File: config.mk
export PLATFORM = sky130hd
export DESIGN_NAME = fifo_wr_arbiter
export DESIGN_NICKNAME = d
export VERILOG_FILES = /design/src/rtl/fifo_wr_arbiter.sv
export SDC_FILE = /design/constraint.sdc
export NUM_CORES = 1
export LEC_CHECK = 0
export BUFFER_PORTS_ARGS = -buffer_cell sky130_fd_sc_hd__buf_2
export CORE_UTILIZATION = 28
export CTS_CLUSTER_SIZE = 10
export DETAILED_ROUTE_END_ITERATION = 7
export SLEW_MARGIN = 20
export SYNTH_ARGS = -nofsm -noshare
export SYNTH_HDL_FRONTEND = slang
export SYNTH_SLANG_ARGS = --single-unit
File: constraint.sdc
create_clock -name clk -period 2.7 [get_ports clk]
set_clock_uncertainty 0.15 [all_clocks]
set_input_delay 0.405 -clock clk [delete_from_list [all_inputs] [get_ports clk]]
set_output_delay 0.405 -clock clk [all_outputs]
set_load 0.05 [all_outputs]
File: src/rtl/fifo_wr_arbiter.sv
// Round-robin arbiter sharing one FIFO write port; 1-cycle arbitration, 0-cycle accept-to-write.
// Backpressure: fifo_full deasserts the owner's req_ready and stalls the burst without ending it.
module fifo_wr_arbiter #(
  parameter int NUM_REQ    = 4,
  parameter int DATA_WIDTH = 8,
  parameter int MAX_BURST  = 4
) (
  input  logic                          clk,
  input  logic                          rst,
  input  logic [NUM_REQ-1:0]            req_valid,
  input  logic [NUM_REQ*DATA_WIDTH-1:0] req_data,
  output logic [NUM_REQ-1:0]            req_ready,
  input  logic                          fifo_full,
  output logic                          fifo_wr_en,
  output logic [DATA_WIDTH-1:0]         fifo_wr_data,
  output logic [$clog2(NUM_REQ)-1:0]    grant_id,
  output logic                          busy
);

  localparam int OW = $clog2(NUM_REQ);
  localparam int BW = (MAX_BURST > 1) ? $clog2(MAX_BURST) : 1;

  typedef enum logic {IDLE, GRANT} state_t;

  state_t          state, state_nxt;
  logic [OW-1:0]   owner, last_owner, pick;
  logic [BW-1:0]   beat_cnt;
  logic            xfer;
  logic            last_beat;

  // First valid requester strictly after the previous owner, wrapping to 0.
  function automatic logic [OW-1:0] rr_pick(input logic [NUM_REQ-1:0] vld,
                                            input logic [OW-1:0]      last);
    logic [OW-1:0] sel;
    logic          found;
    int            idx;
    sel   = last;
    found = 1'b0;
    for (int k = 1; k <= NUM_REQ; k++) begin
      idx = (int'(last) + k) % NUM_REQ;
      if (!found && vld[idx]) begin
        sel   = OW'(idx);
        found = 1'b1;
      end
    end
    return sel;
  endfunction

  assign pick      = rr_pick(req_valid, last_owner);
  assign xfer      = (state == GRANT) && req_valid[owner] && !fifo_full;
  assign last_beat = (beat_cnt == BW'(MAX_BURST - 1));

  always_ff @(posedge clk or posedge rst) begin
    if (rst) state <= IDLE;
    else     state <= state_nxt;
  end

  always_comb begin
    state_nxt = state;
    case (state)
      IDLE:  if (|req_valid) state_nxt = GRANT;
      GRANT: begin
        // A stalled (full) cycle keeps the grant; only release or burst end leave it.
        if (!req_valid[owner])       state_nxt = IDLE;
        else if (xfer && last_beat)  state_nxt = IDLE;
      end
      default: state_nxt = IDLE;
    endcase
  end

  always_comb begin
    req_ready    = '0;
    fifo_wr_en   = 1'b0;
    fifo_wr_data = '0;
    busy         = (state == GRANT);
    grant_id     = (state == GRANT) ? owner : last_owner;
    if (state == GRANT) req_ready[owner] = !fifo_full;
    if (xfer) begin
      fifo_wr_en   = 1'b1;
      fifo_wr_data = req_data[int'(owner)*DATA_WIDTH +: DATA_WIDTH];
    end
  end

  always_ff @(posedge clk or posedge rst) begin
    if (rst) begin
      owner      <= OW'(NUM_REQ - 1);
      last_owner <= OW'(NUM_REQ - 1);
      beat_cnt   <= '0;
    end else if (state == IDLE && |req_valid) begin
      owner      <= pick;
      last_owner <= pick;
      beat_cnt   <= '0;
    end else if (xfer) begin
      beat_cnt   <= beat_cnt + 1'b1;
    end
  end

endmodule

==> results.toml, run 1 <==
[critical_path]
max_stage_delay_ns = 0.66
r2r_cells = 5
start_kind = "flip-flop"
cp_max_fo = 11
cp_num_buf_inv = 2
cp-end-kind = "output port"
worst_ep_arrival_time_ns = 2.03
critPathTopFamily = "flip-flops"
crit_type = "flip-flop to output port"
crit_slowest_cell = "dfstp_2"
cp.depth = 4
required_ns = 2.14
r2r_slack_ns = 0.29
worstPathCellList = "buf_6, mux4_2, and3_1, buf_2"

[outcome]
status = "complete, no violations"

[cells_and_area]
drive_gt1_share_pct = 63.7
fin_util_pct = 44.0
antenna_cells = 0
fin_nets = 169
areaGrowthSynthToFinish_pct = 47.5

[synth]
synth_cell_types = 25
synth_nets = 111
synth_warnings = 0
synthTopCellsByArea = "mux4_2 (34%), dfrtp_1 (10%), ha_1 (8.5%), dfstp_2 (7.1%), and3_1 (6.8%)"
synth-seq-cells = 5
syn_inst = 67
synth.top_cell.area_share_pct = 33.5
syn_area_per_cell_um2 = 11.0
synth_largest_area_cell = "mux4_2"
seq_area_frac_synth_pct = 17.3
syn_area_um2 = 739

[pwr]
p_per_area_nw_per_um2 = 1140
seq_power_share_pct = 13.7
clock_power_share_pct = 7.1
p_int_mw = 0.603
swShare_pct = 51.7
power_switching_mw = 0.644
max-vdd-ir-drop_uv = 522
p_leak_nw = 0.587
comb_power_share_pct = 79.2

[worst_hold_path]
hold_path_class = "input pin to flip-flop"
min_delay_path_depth = 3

[clock_network]
cts_sinks = 5
root_buffer = "clkbuf_4"
clk_path_buf_depth = 2
cts-buffers-inserted = 3
htreeDepth = 1
clk-insertion-delay-late_ns = 0.24
cts_tree = "built"
clkSlewWorstSetupHoldPaths_ns = 0.05

[floorplan]
initial_core_util_pct = 29.8
io_pins = 55
die_h_um = 53.4
core.rowCount = 18
core_area_um2 = 2480
dieArea_um2 = 2850
die_x_um = 53.4

[run]
maxCapViolCount = 0

[drt]
wl_per_cell_um = 12.6
drt_pass1_iterations = 4
drt_first_iter_violations = 11
viasPerCell = 5.04
drc_errors = 0
vias = 776
wl_mm = 1.94
drtAntennaViolNets = 0

[sta]
slew-limit-headroom_pct = 56.5
setup_tns_ns = 0
worstMarginPinSlew_ns = 0.651
hold_violations = 0
rsz0062_at_grt = "false"
finalCritPeriodShare_pct = 95.8
fin_crit_ns = 2.59
max_freq_ghz = 0.387
maxSlewViolCount = 0
setup_viol = 0
final.setup.worst_slack_ns = 0.114

[global_route]
grtUsageTotal_pct = 12.7
grt_max_degree = 17
grt_pass1_vias = 698
grt_overflow = 0
grt_pass1_wl_mm = 2.73
antenna_found_initial = 0

[placement]
dp_hpwl_mm = 1.62
io_buffers = 54
dp_slack_ns = 0.289
place_congestion = 0.752
-- cells by family (layout without fill, tap and decap cells) --
kind of cell             Yosys count  count (layout)  share of synthesized area [%]
AO/OA/AOI/OAI                      9               9                           7.95
XOR/XNOR                           2               2                           2.37
adder cells (fa/ha/maj)            5               5                           8.46
buffers and inverters              9              66                           5.75
flip-flops                         5               5                           17.3
multiplexers                      16              16                           42.5
AND/OR/NAND/NOR                   21              21                           15.7
-- final cells by class --
| type | count | area [um2] |
|---|---|---|
| well taps | 30 | 37.5 |
| inverters | 5 | 18.8 |
| fillers | 252 | 1390 |
| multi-input cells | 53 | 582 |
| repair buffers | 57 | 299 |
| clock buffers | 4 | 26.3 |
| flip-flops and latches | 5 | 128 |
-- registers in the layout, summed over array words and instances (netlist names) --
signal	flops
beat_cnt	2
last_owner	2
busy	1
-- layout by cell type (no fill, tap or decap), types with 2 or more instances in the layout --
cell type  netlist  routed
buf_2            1      54
mux4_2          11      11
and3_1           8       8
inv_1            5       5
and2_1           4       4
ha_1             5       4
nor2_1           3       3
nand2_1          3       3
mux2_4           3       3
o21ai_0          3       3
a21oi_1          3       3
dfrtp_1          3       3
clkbuf_4         0       3
dfstp_2          2       2
-- power by group through the flow --
stage | Clock, mW | Combinational, mW | Sequential [mW]
after global placement | 0 | 0.981 | 0.169
after CTS | 0.0892 | 1.00 | 0.170
after detailed placement | 0 | 0.995 | 0.171
after floorplan | 0 | 0.755 | 0.244
after global routing | 0.0939 | 1.07 | 0.180
final | 0.0891 | 0.988 | 0.170
-- timing repair --
action	in CTS	in global routing
resized for setup	0	1
hold buffers	1	0
endpoints found under the hold margin	3	0
setup buffers	0	0
setup endpoints to repair	0	8
-- synthesized netlist by cell type, drive strengths merged --
library cell  instances
xor2                  1
buf                   2
mux4                 11
nor4                  1
a31o                  1
nor2b                 1
a21oi                 3
clkbuf                2
ha                    5
inv                   5
o31ai                 1
nor2                  3
and2                  4
mux2                  4
nand2                 3
dfrtp                 3
o21ai                 3
mux2i                 1
a211oi                1
dfstp                 2
nand2b                1
and3                  8
xnor2                 1
-- worst register-to-register path, stage by stage (launching register included) --
cell and delay, ns:
dfstp_2 0.66, inv_1 0.13, ha_4 0.30, mux4_2 0.54, o31ai_2 0.20, mux2_2 0.35
-- final timing paths --
check | from | to
min | fifo_full | busy
max | last_owner[0] | fifo_wr_data[2]
max in group asynchronous | rst | last_owner[1]
min in group asynchronous | rst | beat_cnt[0]
min reg2reg | beat_cnt[1] | beat_cnt[1]
max reg2reg | last_owner[0] | last_owner[1]
-- stage by stage --
step / cells / power, mW / hold slack, ns / instance area [um2]
floorplan: 67 / 0.999 / 0.0321 / 762
detailed placement: 149 / 1.17 / 0.172 / 1050
global route: 154 / 1.35 / 0.376 / 1090
global placement: 149 / 1.15 / 0.162 / 1050
finish: 154 / 1.25 / 0.366 / 1090
CTS: 154 / 1.26 / 0.370 / 1090
-- layer usage --
| layer | up-vias | GRT usage, % | part of all wire [%] |
|---|---|---|---|
| met3 | 0 | 1.15 | 12 |
| met1 | 367 | 13.8 | 38 |
| met4 | 0 | 3.95 | 0 |
| li1 | 370 | - | - |
| met5 | - | 0 | 0 |
| met2 | 39 | 25.0 | 51 |
Power figures use the tool's default switching activity.
==> run 2, diff against run 1 <==
--- a/config.mk
+++ b/config.mk
@@ -6,9 +6,10 @@
 export NUM_CORES = 1
 export LEC_CHECK = 0
 export BUFFER_PORTS_ARGS = -buffer_cell sky130_fd_sc_hd__buf_2
-export CORE_UTILIZATION = 28
+export CORE_UTILIZATION = 30
 export CTS_CLUSTER_SIZE = 10
 export DETAILED_ROUTE_END_ITERATION = 7
+export PLACE_DENSITY = 0.71
 export SLEW_MARGIN = 20
 export SYNTH_ARGS = -nofsm -noshare
 export SYNTH_HDL_FRONTEND = slang
==> constraint.sdc (replaced) <==
create_clock -name clk -period 3.3 [get_ports clk]
set_clock_uncertainty 0.15 [all_clocks]
set_input_delay 0.495 -clock clk [delete_from_list [all_inputs] [get_ports clk]]
set_output_delay 0.495 -clock clk [all_outputs]
set_load 0.05 [all_outputs]
==> results.toml, run 2 (synthesis results as in run 1) <==
[critical_path]
r2r_start = "last_owner[0]"
start_kind = "flip-flop"
worst_ep_arrival_time_ns = 2.10
required_ns = 2.65
crit_type = "flip-flop to output port"
r2r_end = "last_owner[1]"
r2r_cells = 5
cp_max_fo = 10
cp-end-kind = "output port"
r2r_slack_ns = 0.78

[cells_and_area]
drive_gt1_share_pct = 62.9
layout_common_cells = "buf_2 (54), mux4_2 (11), and3_1 (8)"
fin_util_pct = 47.1
antenna_cells = 0
fin_nets = 169
layout_commonest_cell = "buf_2"
areaGrowthSynthToFinish_pct = 45.0
final_cell_area_um2 = 1070

[floorplan]
core_area_um2 = 2280
die_h_um = 51.6
initial_core_util_pct = 32.5
die_x_um = 51.6
core.rowCount = 17
dieArea_um2 = 2670
io_pins = 55

[pwr]
max-vdd-ir-drop_uv = 442
p_per_area_nw_per_um2 = 931
p_leak_nw = 0.585

[clock_network]
cts_tree = "built"
clk_path_buf_depth = 2
postCtsSetupBuffers = 0
root_buffer = "clkbuf_4"
cts_sinks = 5
cts-buffers-inserted = 3
htreeDepth = 1
clkSlewWorstSetupHoldPaths_ns = 0.05
clk-insertion-delay-late_ns = 0.27

[worst_hold_path]
whs_endpoint = "beat_cnt[1]"
hold_path_class = "flip-flop to flip-flop"
min_delay_path_depth = 2
min_from = "beat_cnt[1]"

[drt]
drtAntennaViolNets = 0
wl_per_cell_um = 12.7
viasPerCell = 5.01
drc_errors = 0
drt_first_iter_violations = 16
drt_pass1_iterations = 4
wl_mm = 1.93
vias = 761

[global_route]
antenna_found_initial = 0
grt_overflow = 0
grt_pass1_vias = 734
grt_pass1_wl_mm = 3.04
grt_max_degree = 17
grtUsageTotal_pct = 15.9

[sta]
rsz0062_at_grt = "false"
worstMarginPinSlew_ns = 0.712
max_freq_ghz = 0.364
fin_crit_ns = 2.75
maxSlewViolCount = 0
slew-limit-headroom_pct = 52.4
setup_tns_ns = 0
finalCritPeriodShare_pct = 83.3
hold_violations = 0
setup_viol = 0

[placement]
dpl_cell_area_um2 = 1040
place_congestion = 0.715
io_buffers = 54
dp_hpwl_mm = 1.55

[outcome]
status = "complete, no violations"

[run]
maxCapViolCount = 0
## run 2: cell counts in the layout (fill, tap and decap cells not counted)
No cell type changed its count.
## run 2: where the power goes
part	leakage [nW]	switching, mW	internal [mW]	total [mW]
Clock	0.0150	0.0330	0.0462	0.0792
Sequential	0.0595	0.0394	0.101	0.140
Combinational	0.511	0.451	0.328	0.779
Total	0.585	0.524	0.475	0.999
## run 2: worst max-delay path: stages, from the launching register on
cell     delay [ns]
dfstp_2        0.66
buf_4          0.27
mux4_2         0.52
and3_1         0.18
buf_2          0.20
## run 2: how the worst max path moves through the flow
stage,startpoint,slack (ns),depth (start not counted),to
4_1_cts,last_owner[0],0.52,4,fifo_wr_data[0]
2_1_floorplan,last_owner[0],0.33,7,last_owner[1]
5_1_grt,last_owner[0],0.44,4,fifo_wr_data[2]
6_report,last_owner[0],0.55,4,fifo_wr_data[0]
3_5_place_dp,last_owner[0],0.77,5,last_owner[1]
3_3_place_gp,last_owner[0],0.82,5,last_owner[1]
## run 2: through the flow
step	total power, mW	instances	setup WS [ns]	hold slack, ns
6_report	0.999	152	0.550	0.395
5_1_grt	1.08	152	0.439	0.405
2_1_floorplan	0.784	67	0.332	0.122
3_5_place_dp	0.927	147	0.769	0.259
3_3_place_gp	0.917	147	0.823	0.256
4_1_cts	1.01	152	0.522	0.396
## run 2: layer usage
metal / vias up / global-route usage (%) / share of wire (%)
met5: - / 0 / 0
met2: 38 / 27.3 / 46
li1: 372 / - / -
met3: 5 / 4.97 / 8.6
met4: 0 / 9.46 / 2.6
met1: 346 / 16.9 / 43
## run 2: area by class of cell
class	instances	area (um2)
tap	28	35.0
clock buffer	4	26.3
multi-input combinational	53	569
sequential	5	128
inverter	5	18.8
timing repair buffer	57	295
fill	225	1200
## run 2: what timing repair did
item / 4_1_cts / 5_1_grt
hold buffers: 1 / 0
resized for setup: 0 / 0
hold endpoints to repair: 3 / 0
